--- config.mk ---
export PLATFORM = sky130hd
export DESIGN_NAME = handshake_const_sink_27
export DESIGN_NICKNAME = d
export VERILOG_FILES = /design/src/rtl/handshake_const_sink_27_pkg.sv /design/src/rtl/handshake_const_sink_27_ctrl_buffer.sv /design/src/rtl/handshake_const_sink_27.sv
export SDC_FILE = /design/constraint.sdc
export NUM_CORES = 1
export LEC_CHECK = 0
export BUFFER_PORTS_ARGS = -buffer_cell sky130_fd_sc_hd__buf_2
export CAP_MARGIN = 10
export CORE_UTILIZATION = 48
export CTS_CLUSTER_SIZE = 14
export DETAILED_ROUTE_END_ITERATION = 7
export PLACE_DENSITY_LB_ADDON = 0.2
export SETUP_SLACK_MARGIN = 0.15
export SLEW_MARGIN = 30
export SYNTH_ARGS = -nofsm -noshare
export SYNTH_HDL_FRONTEND = slang
export SYNTH_SLANG_ARGS = --single-unit
export TNS_END_PERCENT = 30
--- constraint.sdc ---
create_clock -name clk -period 2.1 [get_ports clk]
set_input_delay 0.42 -clock clk [delete_from_list [all_inputs] [get_ports clk]]
set_output_delay 0.42 -clock clk [all_outputs]
set_load 0.05 [all_outputs]
--- src/rtl/handshake_const_sink_27_pkg.sv ---
// Shared dataflow definitions: occupancy encoding for 2-slot elastic buffers
// and the constant-27 token value used by both generator and sink sides.
package handshake_const_sink_27_pkg;

  typedef enum logic [1:0] {
    OCC_EMPTY = 2'd0,
    OCC_ONE   = 2'd1,
    OCC_FULL  = 2'd2
  } occ_e;

  localparam logic [10:0] CONST_27 = 11'b01000011000;

  // Number of tokens held for a given occupancy state.
  function automatic logic [1:0] occ_count(input occ_e s);
    case (s)
      OCC_ONE:  return 2'd1;
      OCC_FULL: return 2'd2;
      default:  return 2'd0;
    endcase
  endfunction

endpackage

--- src/rtl/handshake_const_sink_27_ctrl_buffer.sv ---
// Dataless 2-slot elastic buffer: one-cycle latency, full throughput, and
// ready/valid taken from registered state only (no combinational cross paths).
module handshake_ctrl_buffer_2
  import handshake_const_sink_27_pkg::*;
(
  input  logic       clk,
  input  logic       rst,
  input  logic       up_valid,
  output logic       up_ready,
  output logic       dn_valid,
  input  logic       dn_ready,
  output logic [1:0] level
);

  occ_e state;
  occ_e state_nxt;
  logic up_fire;
  logic dn_fire;

  always_ff @(posedge clk) begin
    if (!rst) begin
      state <= OCC_EMPTY;
    end else begin
      state <= state_nxt;
    end
  end

  always_comb begin
    state_nxt = state;
    up_ready  = (state != OCC_FULL);
    dn_valid  = (state != OCC_EMPTY);
    up_fire   = up_valid && up_ready;
    dn_fire   = dn_valid && dn_ready;
    case (state)
      OCC_EMPTY: begin
        if (up_fire) state_nxt = OCC_ONE;
      end
      OCC_ONE: begin
        if (up_fire && !dn_fire)      state_nxt = OCC_FULL;
        else if (!up_fire && dn_fire) state_nxt = OCC_EMPTY;
      end
      OCC_FULL: begin
        if (dn_fire) state_nxt = OCC_ONE;
      end
      default: state_nxt = OCC_EMPTY;
    endcase
  end

  assign level = occ_count(state);

endmodule

--- src/rtl/handshake_const_sink_27.sv ---
// Constant-token sink: strips data into a 2-slot control buffer, flags the
// first word that differs from the expected constant and counts accepted tokens.
module handshake_const_sink_27
  import handshake_const_sink_27_pkg::*;
#(
  parameter int          DATA_WIDTH  = 32,
  parameter logic [10:0] EXPECTED    = CONST_27,
  parameter int          COUNT_WIDTH = 16
) (
  input  logic                   clk,
  input  logic                   rst,
  input  logic [DATA_WIDTH-1:0]  ins,
  input  logic                   ins_valid,
  output logic                   ins_ready,
  output logic                   outs_valid,
  input  logic                   outs_ready,
  output logic [COUNT_WIDTH-1:0] token_count,
  output logic                   mismatch,
  output logic [DATA_WIDTH-1:0]  mismatch_data
);

  localparam logic [DATA_WIDTH-1:0] EXPECTED_EXT = DATA_WIDTH'(EXPECTED);

  logic       in_fire;
  logic       word_bad;
  logic [1:0] buf_level;

  handshake_ctrl_buffer_2 u_buf (
    .clk      (clk),
    .rst      (rst),
    .up_valid (ins_valid),
    .up_ready (ins_ready),
    .dn_valid (outs_valid),
    .dn_ready (outs_ready),
    .level    (buf_level)
  );

  assign in_fire  = ins_valid && ins_ready;
  assign word_bad = (ins != EXPECTED_EXT);

  always_ff @(posedge clk) begin
    if (!rst) begin
      token_count   <= '0;
      mismatch      <= 1'b0;
      mismatch_data <= '0;
    end else if (in_fire) begin
      token_count <= token_count + COUNT_WIDTH'(1);
      if (word_bad) begin
        mismatch <= 1'b1;
        // Only the first offending word is kept for debug scan-out.
        if (!mismatch) mismatch_data <= ins;
      end
    end
  end

  // The buffer never holds more than two tokens; a level of 3 means corrupted state.
  always_ff @(posedge clk) begin
    if (rst) begin
      assert (buf_level != 2'd3);
    end
  end

endmodule

==> flow_summary.json, run 1 <==
{
  "status": "finished, violations left",
  "violations": "DRC",
  "ctsResizeCount": 0,
  "drtAntennaViolNets": 0,
  "synth_area_sq_mm": 0.00229,
  "critPathMaxFanout": 7,
  "synth_top_area_cell": "dfxtp_1",
  "synth-edff-count": 0,
  "crit_slowest_cell": "or4_1",
  "syn_inst": 249,
  "synth_ff_type": "dfxtp_1",
  "swShare_pct": 31.0,
  "crit_path_max_incr_delay_ps": 520,
  "port_buffers": 86,
  "p_int_w": 0.00140,
  "routedWlPerCell_um": 12.6,
  "drt_first_pass_iters": 6,
  "cp.required_ps": 2320,
  "reg2reg_depth": 5,
  "worstReg2RegStart": "token_count[0]$_SDFFE_PN0P_",
  "layout_setup_ws_ps": 361,
  "grt_pass1_vias": 1902,
  "first_iter_violations": 99,
  "boundaryPins": 87,
  "timing.final.crit_share_pct": 82.8,
  "p_leak_nw": 1.38,
  "holdWs_ps": 326,
  "antenna_found_initial": 0,
  "path_cells": "ha_1 -> and3_1 -> nand3_4 -> or4_1 -> a21oi_1",
  "core_sq_mm": 0.00447,
  "yosysMostFrequentCell": "nand2_1",
  "fin_crit_ps": 1740,
  "stdcell_area_sq_mm": 0.00284,
  "grt-ovfl-total": 0,
  "initial_core_util_pct": 51.2,
  "nets": 371,
  "ys_top_cells_by_area": "dfxtp_1 45%, mux2i_1 14%, nand2_1 11%",
  "vdd_drop_max_v": 0.000402,
  "final-setup-viol-count": 0,
  "worstSetupPathType": "flop to flop",
  "synth.avg_cell_area_sq_um": 9.20,
  "dpl.hpwl_um": 3480,
  "wl_um": 4850,
  "clkTransAtPathRegs_ps": 90,
  "fin_skew_ps": 6.26,
  "drive_above_1_share_pct": 32.9,
  "grt_max_degree": 65,
  "vias_per_cell": 5.25,
  "remaining_drc_errors": 9,
  "worst_pin_slew_ps": 587,
  "post-synth-top-area-fraction_pct": 44.6,
  "gp_congestion": 0.762,
  "nFillCells": 409,
  "dieArea_sq_mm": 0.00505,
  "path_delay_family": "simple AND/OR/NAND/NOR gates",
  "p_comb_share_pct": 20.7,
  "cts.sinks": 51,
  "power_frac_clock_pct": 27.9,
  "rows": 24,
  "drv_slew": 0,
  "switchingPower_w": 0.000629,
  "hold_viol_final": 0,
  "htree_num_levels": 2,
  "synth.distinct_cells": 36,
  "post-place-ws_ps": 188,
  "reg2reg_setup_slack_ps": 360,
  "place_area_sq_mm": 0.00275,
  "num_vias": 2027,
  "worstSkewPairLatency_ps": 300,
  "ctsHoldBuffers": 0,
  "root_buffer": "clkbuf_8",
  "ys_top_cells_by_count": "70 x nand2_1, 51 x dfxtp_1, 33 x mux2i_1",
  "diodes": 0,
  "crit_end": "token_count[12]$_SDFFE_PN0P_",
  "power_frac_seq_pct": 51.4,
  "startpoint": "token_count[0]$_SDFFE_PN0P_",
  "grt_pass1_wl_um": 8210,
  "die_h_um": 71.1,
  "syn2layout_area_growth_pct": 23.9,
  "cts_tree": "done",
  "p_per_area_mw_per_mm2": 715,
  "post_cts_buffers": 0,
  "ys_ff_latch": 51,
  "end_kind": "flop",
  "numCtsBuffers": 5,
  "worst-path-buf-inv": 0,
  "arrival_ps": 1960,
  "maxCapViolations": 0,
  "async_flop_share_pct": 0,
  "worstReg2RegEnd": "token_count[12]$_SDFFE_PN0P_",
  "cp_num_cells": 5,
  "cts_max_path_buffers": 2,
  "critPathLaunchType": "flop",
  "synth_nets": 286,
  "die_w_um": 71.1,
  "slew_headroom_pct": 60.9,
  "hp-class": "primary input to flop",
  "fmax_mhz": 575,
  "yosysWarnings": 0,
  "grt_setup_unrepaired": "no",
  "grt_util_all_layers_pct": 20.1,
  "tns_ps": 0,
  "seq_area_frac_synth_pct": 44.6
}
state kept, by name (all words and copies together) (netlist names):
register / cells
mismatch: 1
mismatch_data: 32
token_count: 16
u_buf.state: 2
cells in the final DEF, fill, tap and decap left out, types with 2 or more instances in the layout:
cell type / instances
buf_2: 86
buf_4: 5
mux2i_1: 33
clkbuf_8: 6
and2_1: 3
or3_1: 5
nand4_1: 8
nand2_1: 70
nor4_1: 3
or4_1: 4
xor2_1: 5
o21ai_0: 5
inv_1: 2
nor2_1: 7
o31ai_1: 4
dfxtp_1: 51
a21oi_1: 12
nand3_1: 3
nor4_2: 3
layout make-up:
cell class	instances	area (sq um)	share of cell area (%)
Sequential cell	51	1020	36.0
Inverter	3	11.3	0.397
Clock buffer	6	82.6	2.91
Multi-Input combinational cell	181	1160	41.0
Timing Repair Buffer	92	488	17.2
Tap cell	52	65.1	2.29
Clock inverter	1	5.00	0.176
power groups by stage:
stage	Combinational, W	Clock (W)	Sequential, W
after floorplan	0.000149	0	0.00122
after global placement	0.000419	0	0.00106
after detailed placement	0.000421	0	0.00107
after CTS	0.000423	0.000584	0.00104
after global routing	0.000449	0.000613	0.00105
final	0.000421	0.000566	0.00104
cells by family after synthesis:
kind of cell | synth area share [%]
AO/OA/AOI/OAI | 7.21
XOR/XNOR | 2.29
adder cells (fa/ha/maj) | 0.546
buffers and inverters | 4.59
flip-flops | 44.6
multiplexers | 14.4
AND/OR/NAND/NOR | 26.4
how the worst min path moves through the flow:
stage | from | to | slack [ps] | cells after the start
global route | outs_ready | u_buf.state[1]$_SDFFE_PN0P_ | 320 | 2
global placement | mismatch_data[12]$_SDFFE_PN0P_ | mismatch_data[12]$_SDFFE_PN0P_ | 440 | 2
finish | outs_ready | u_buf.state[1]$_SDFFE_PN0P_ | 330 | 2
floorplan | u_buf.state[0]$_SDFFE_PN0P_ | u_buf.state[1]$_SDFFE_PN0P_ | 490 | 2
CTS | outs_ready | u_buf.state[1]$_SDFFE_PN0P_ | 320 | 2
detailed placement | mismatch_data[15]$_SDFFE_PN0P_ | mismatch_data[15]$_SDFFE_PN0P_ | 450 | 2
metrics by stage:
stage / instances / util, % / power [W]
6_report: 386 / 63.4 / 0.00203
5_1_grt: 386 / 63.4 / 0.00211
4_1_cts: 386 / 63.4 / 0.00205
3_5_place_dp: 379 / 61.5 / 0.00149
3_3_place_gp: 379 / 61.5 / 0.00148
2_1_floorplan: 249 / - / 0.00137
layer usage:
layer / GRT usage [%] / part of all wire, % / vias to the layer above
li1: - / - / 1027
met1: 25.1 / 48 / 937
met2: 34.5 / 46 / 59
met3: 4.84 / 5.7 / 4
met4: 6.00 / 0.74 / 0
met5: 0 / 0 / -
Note: power is estimated with default switching activity, not from simulation.
==> run 2, diff against run 1 <==
Clock period 2.1 ns to 1.7 ns, I/O delays scaled along.
==> run 2 against run 1 <==
Effect of this change: the run still ends with DRC left; global-route usage up 0.31 points; sequential power up 24%; clock skew up 1.2 ps; non-clock buffer count up 24; total power up 31%; utilization up 9.6 points; register-to-register slack worse by 170 ps; sequential share of layout area down 3.7 points; design area up 15%; critical path type is now primary input to flop.
==> flow_summary.json, run 2 (same netlist as run 1, synthesis figures left out) <==
{
  "grt_max_degree": 65,
  "grt_pass1_vias": 1858,
  "first_iter_violations": 134,
  "nFillCells": 348,
  "antenna_found_initial": 0,
  "core_sq_mm": 0.00447,
  "port_buffers": 86,
  "status": "finished, violations left",
  "nets": 395,
  "seq_area_sq_mm": 0.00105,
  "top_register": "mismatch_data",
  "cts_tree": "done",
  "num_vias": 2110,
  "layout_common_cells": "84 x buf_2, 70 x nand2_1, 37 x dfxtp_1",
  "crit_slowest_cell": "nor4_4",
  "vdd_drop_max_v": 0.000492,
  "diodes": 0,
  "grt_pass1_wl_um": 8160,
  "final-setup-viol-count": 0,
  "drt_first_pass_iters": 6,
  "rows": 24,
  "root_buffer": "clkbuf_8",
  "tns_ps": 0,
  "die_w_um": 71.1,
  "vias_per_cell": 5.15,
  "worstSetupPathType": "primary input to flop",
  "fin_crit_ps": 1520,
  "fmax_mhz": 656,
  "grt-ovfl-total": 0,
  "wl_um": 5430,
  "place_area_sq_mm": 0.00288,
  "p_comb_share_pct": 23.1,
  "drtAntennaViolNets": 0,
  "die_h_um": 71.1,
  "timing.final.crit_share_pct": 89.6,
  "crit_path_max_incr_delay_ps": 300,
  "remaining_drc_errors": 9,
  "layout_commonest_cell": "buf_2",
  "worst-path-buf-inv": 3,
  "met1_length_um": 2510,
  "maxCapViolations": 0,
  "dieArea_sq_mm": 0.00505,
  "swShare_pct": 30.5,
  "ctsHoldBuffers": 0,
  "path_delay_family": "simple AND/OR/NAND/NOR gates",
  "drv_slew": 0,
  "cp.required_ps": 1930,
  "slew_headroom_pct": 62.3,
  "stdcell_area_sq_mm": 0.00327,
  "drive_above_1_share_pct": 43.9,
  "numCtsBuffers": 5,
  "cts.sinks": 51,
  "routedWlPerCell_um": 13.2,
  "hold_viol_final": 0,
  "violations": "DRC",
  "power_w": 0.00265,
  "power_frac_seq_pct": 48.5,
  "htree_num_levels": 2,
  "end_kind": "flop",
  "syn2layout_area_growth_pct": 42.5,
  "path_cells": "buf_2 -> nor4_4 -> nand4_1 -> o2111ai_4 -> buf_12 -> clkbuf_16 -> mux2i_1",
  "worstSkewPairLatency_ps": 300,
  "hp-class": "primary input to flop",
  "fin_util_pct": 73.0,
  "wl_met2_um": 2580,
  "largest_reg_flops": 32,
  "fin_skew_ps": 7.44,
  "p_int_w": 0.00184,
  "route.met3.wl_um": 280,
  "boundaryPins": 87,
  "worst_pin_slew_ps": 562,
  "switchingPower_w": 0.000810,
  "clkTransAtPathRegs_ps": 90,
  "dpl.hpwl_um": 3560,
  "initial_core_util_pct": 51.2,
  "p_per_area_mw_per_mm2": 812,
  "arrival_ps": 1750,
  "critPathMaxFanout": 6,
  "critPathLaunchType": "primary input",
  "grt_util_all_layers_pct": 20.4,
  "p_leak_nw": 1.57,
  "multi_input_area_sq_mm": 0.00124,
  "top_layer_used": "met4",
  "grt_setup_unrepaired": "yes",
  "cts_max_path_buffers": 2,
  "power_frac_clock_pct": 28.5,
  "reg_top3": "mismatch_data x32, token_count x16, u_buf.state x2",
  "gp_congestion": 0.738
}
run 2: changes by cell type in the layout (fill, tap and decap cells not counted), sizes merged:
cell / change
inv: +1
clkbuf: +3
buf: +21
clkinv: -1
run 2: worst reg2reg max path: stages, from the launching register on:
cell and delay (ps):
dfxtp_4 370, and4_4 270, nand4_4 130, or4_1 540, a21oi_2 140
run 2: layout make-up:
cell class              count  area share [%]
multi-input cells         181            38.1
flip-flops and latches     51            32.3
repair buffers            116            24.2
clock buffers               6            2.87
well taps                  52            1.99
inverters                   3           0.345
clock inverters             1           0.192
run 2: worst paths after layout:
| kind | startpoint | to | slack (ps) | cells after the start |
|---|---|---|---|---|
| min reg2reg | mismatch_data[1]$_SDFFE_PN0P_ | mismatch_data[1]$_SDFFE_PN0P_ | 460 | 2 |
| min | outs_ready | u_buf.state[1]$_SDFFE_PN0P_ | 260 | 2 |
| max | ins[16] | mismatch_data[10]$_SDFFE_PN0P_ | 180 | 7 |
| max reg2reg | token_count[6]$_SDFFE_PN0P_ | token_count[15]$_SDFFE_PN0P_ | 190 | 4 |
run 2: metrics by stage:
step / hold WS, ps / setup WS [ps] / cells
global route: 246 / 95.4 / 410
global placement: 441 / -112 / 387
detailed placement: 449 / -188 / 387
CTS: 253 / 138 / 398
finish: 255 / 176 / 410
floorplan: 418 / 130 / 249
run 2: power groups by stage:
stage	Sequential, W	Combinational [W]	Clock [W]
finish	0.00129	0.000611	0.000755
global route	0.00129	0.000646	0.000832
CTS	0.00128	0.000551	0.000782
detailed placement	0.00131	0.000545	0
global placement	0.00131	0.000539	0
floorplan	0.00151	0.000186	0
run 2: timing repair:
action / 4_1_cts / 5_1_grt
endpoints found under the setup margin: 11 / 35
pin swaps: 3 / 9
endpoints found under the hold margin: 0 / 0
gates cloned: 0 / 4
setup buffers: 4 / 8
gates resized for setup: 1 / 17
run 2: layer usage:
| layer | global-route usage, % | vias up |
|---|---|---|
| li1 | - | 1079 |
| met5 | 0 | - |
| met1 | 26.1 | 964 |
| met2 | 34.0 | 63 |
| met3 | 5.27 | 4 |
| met4 | 6.22 | 0 |
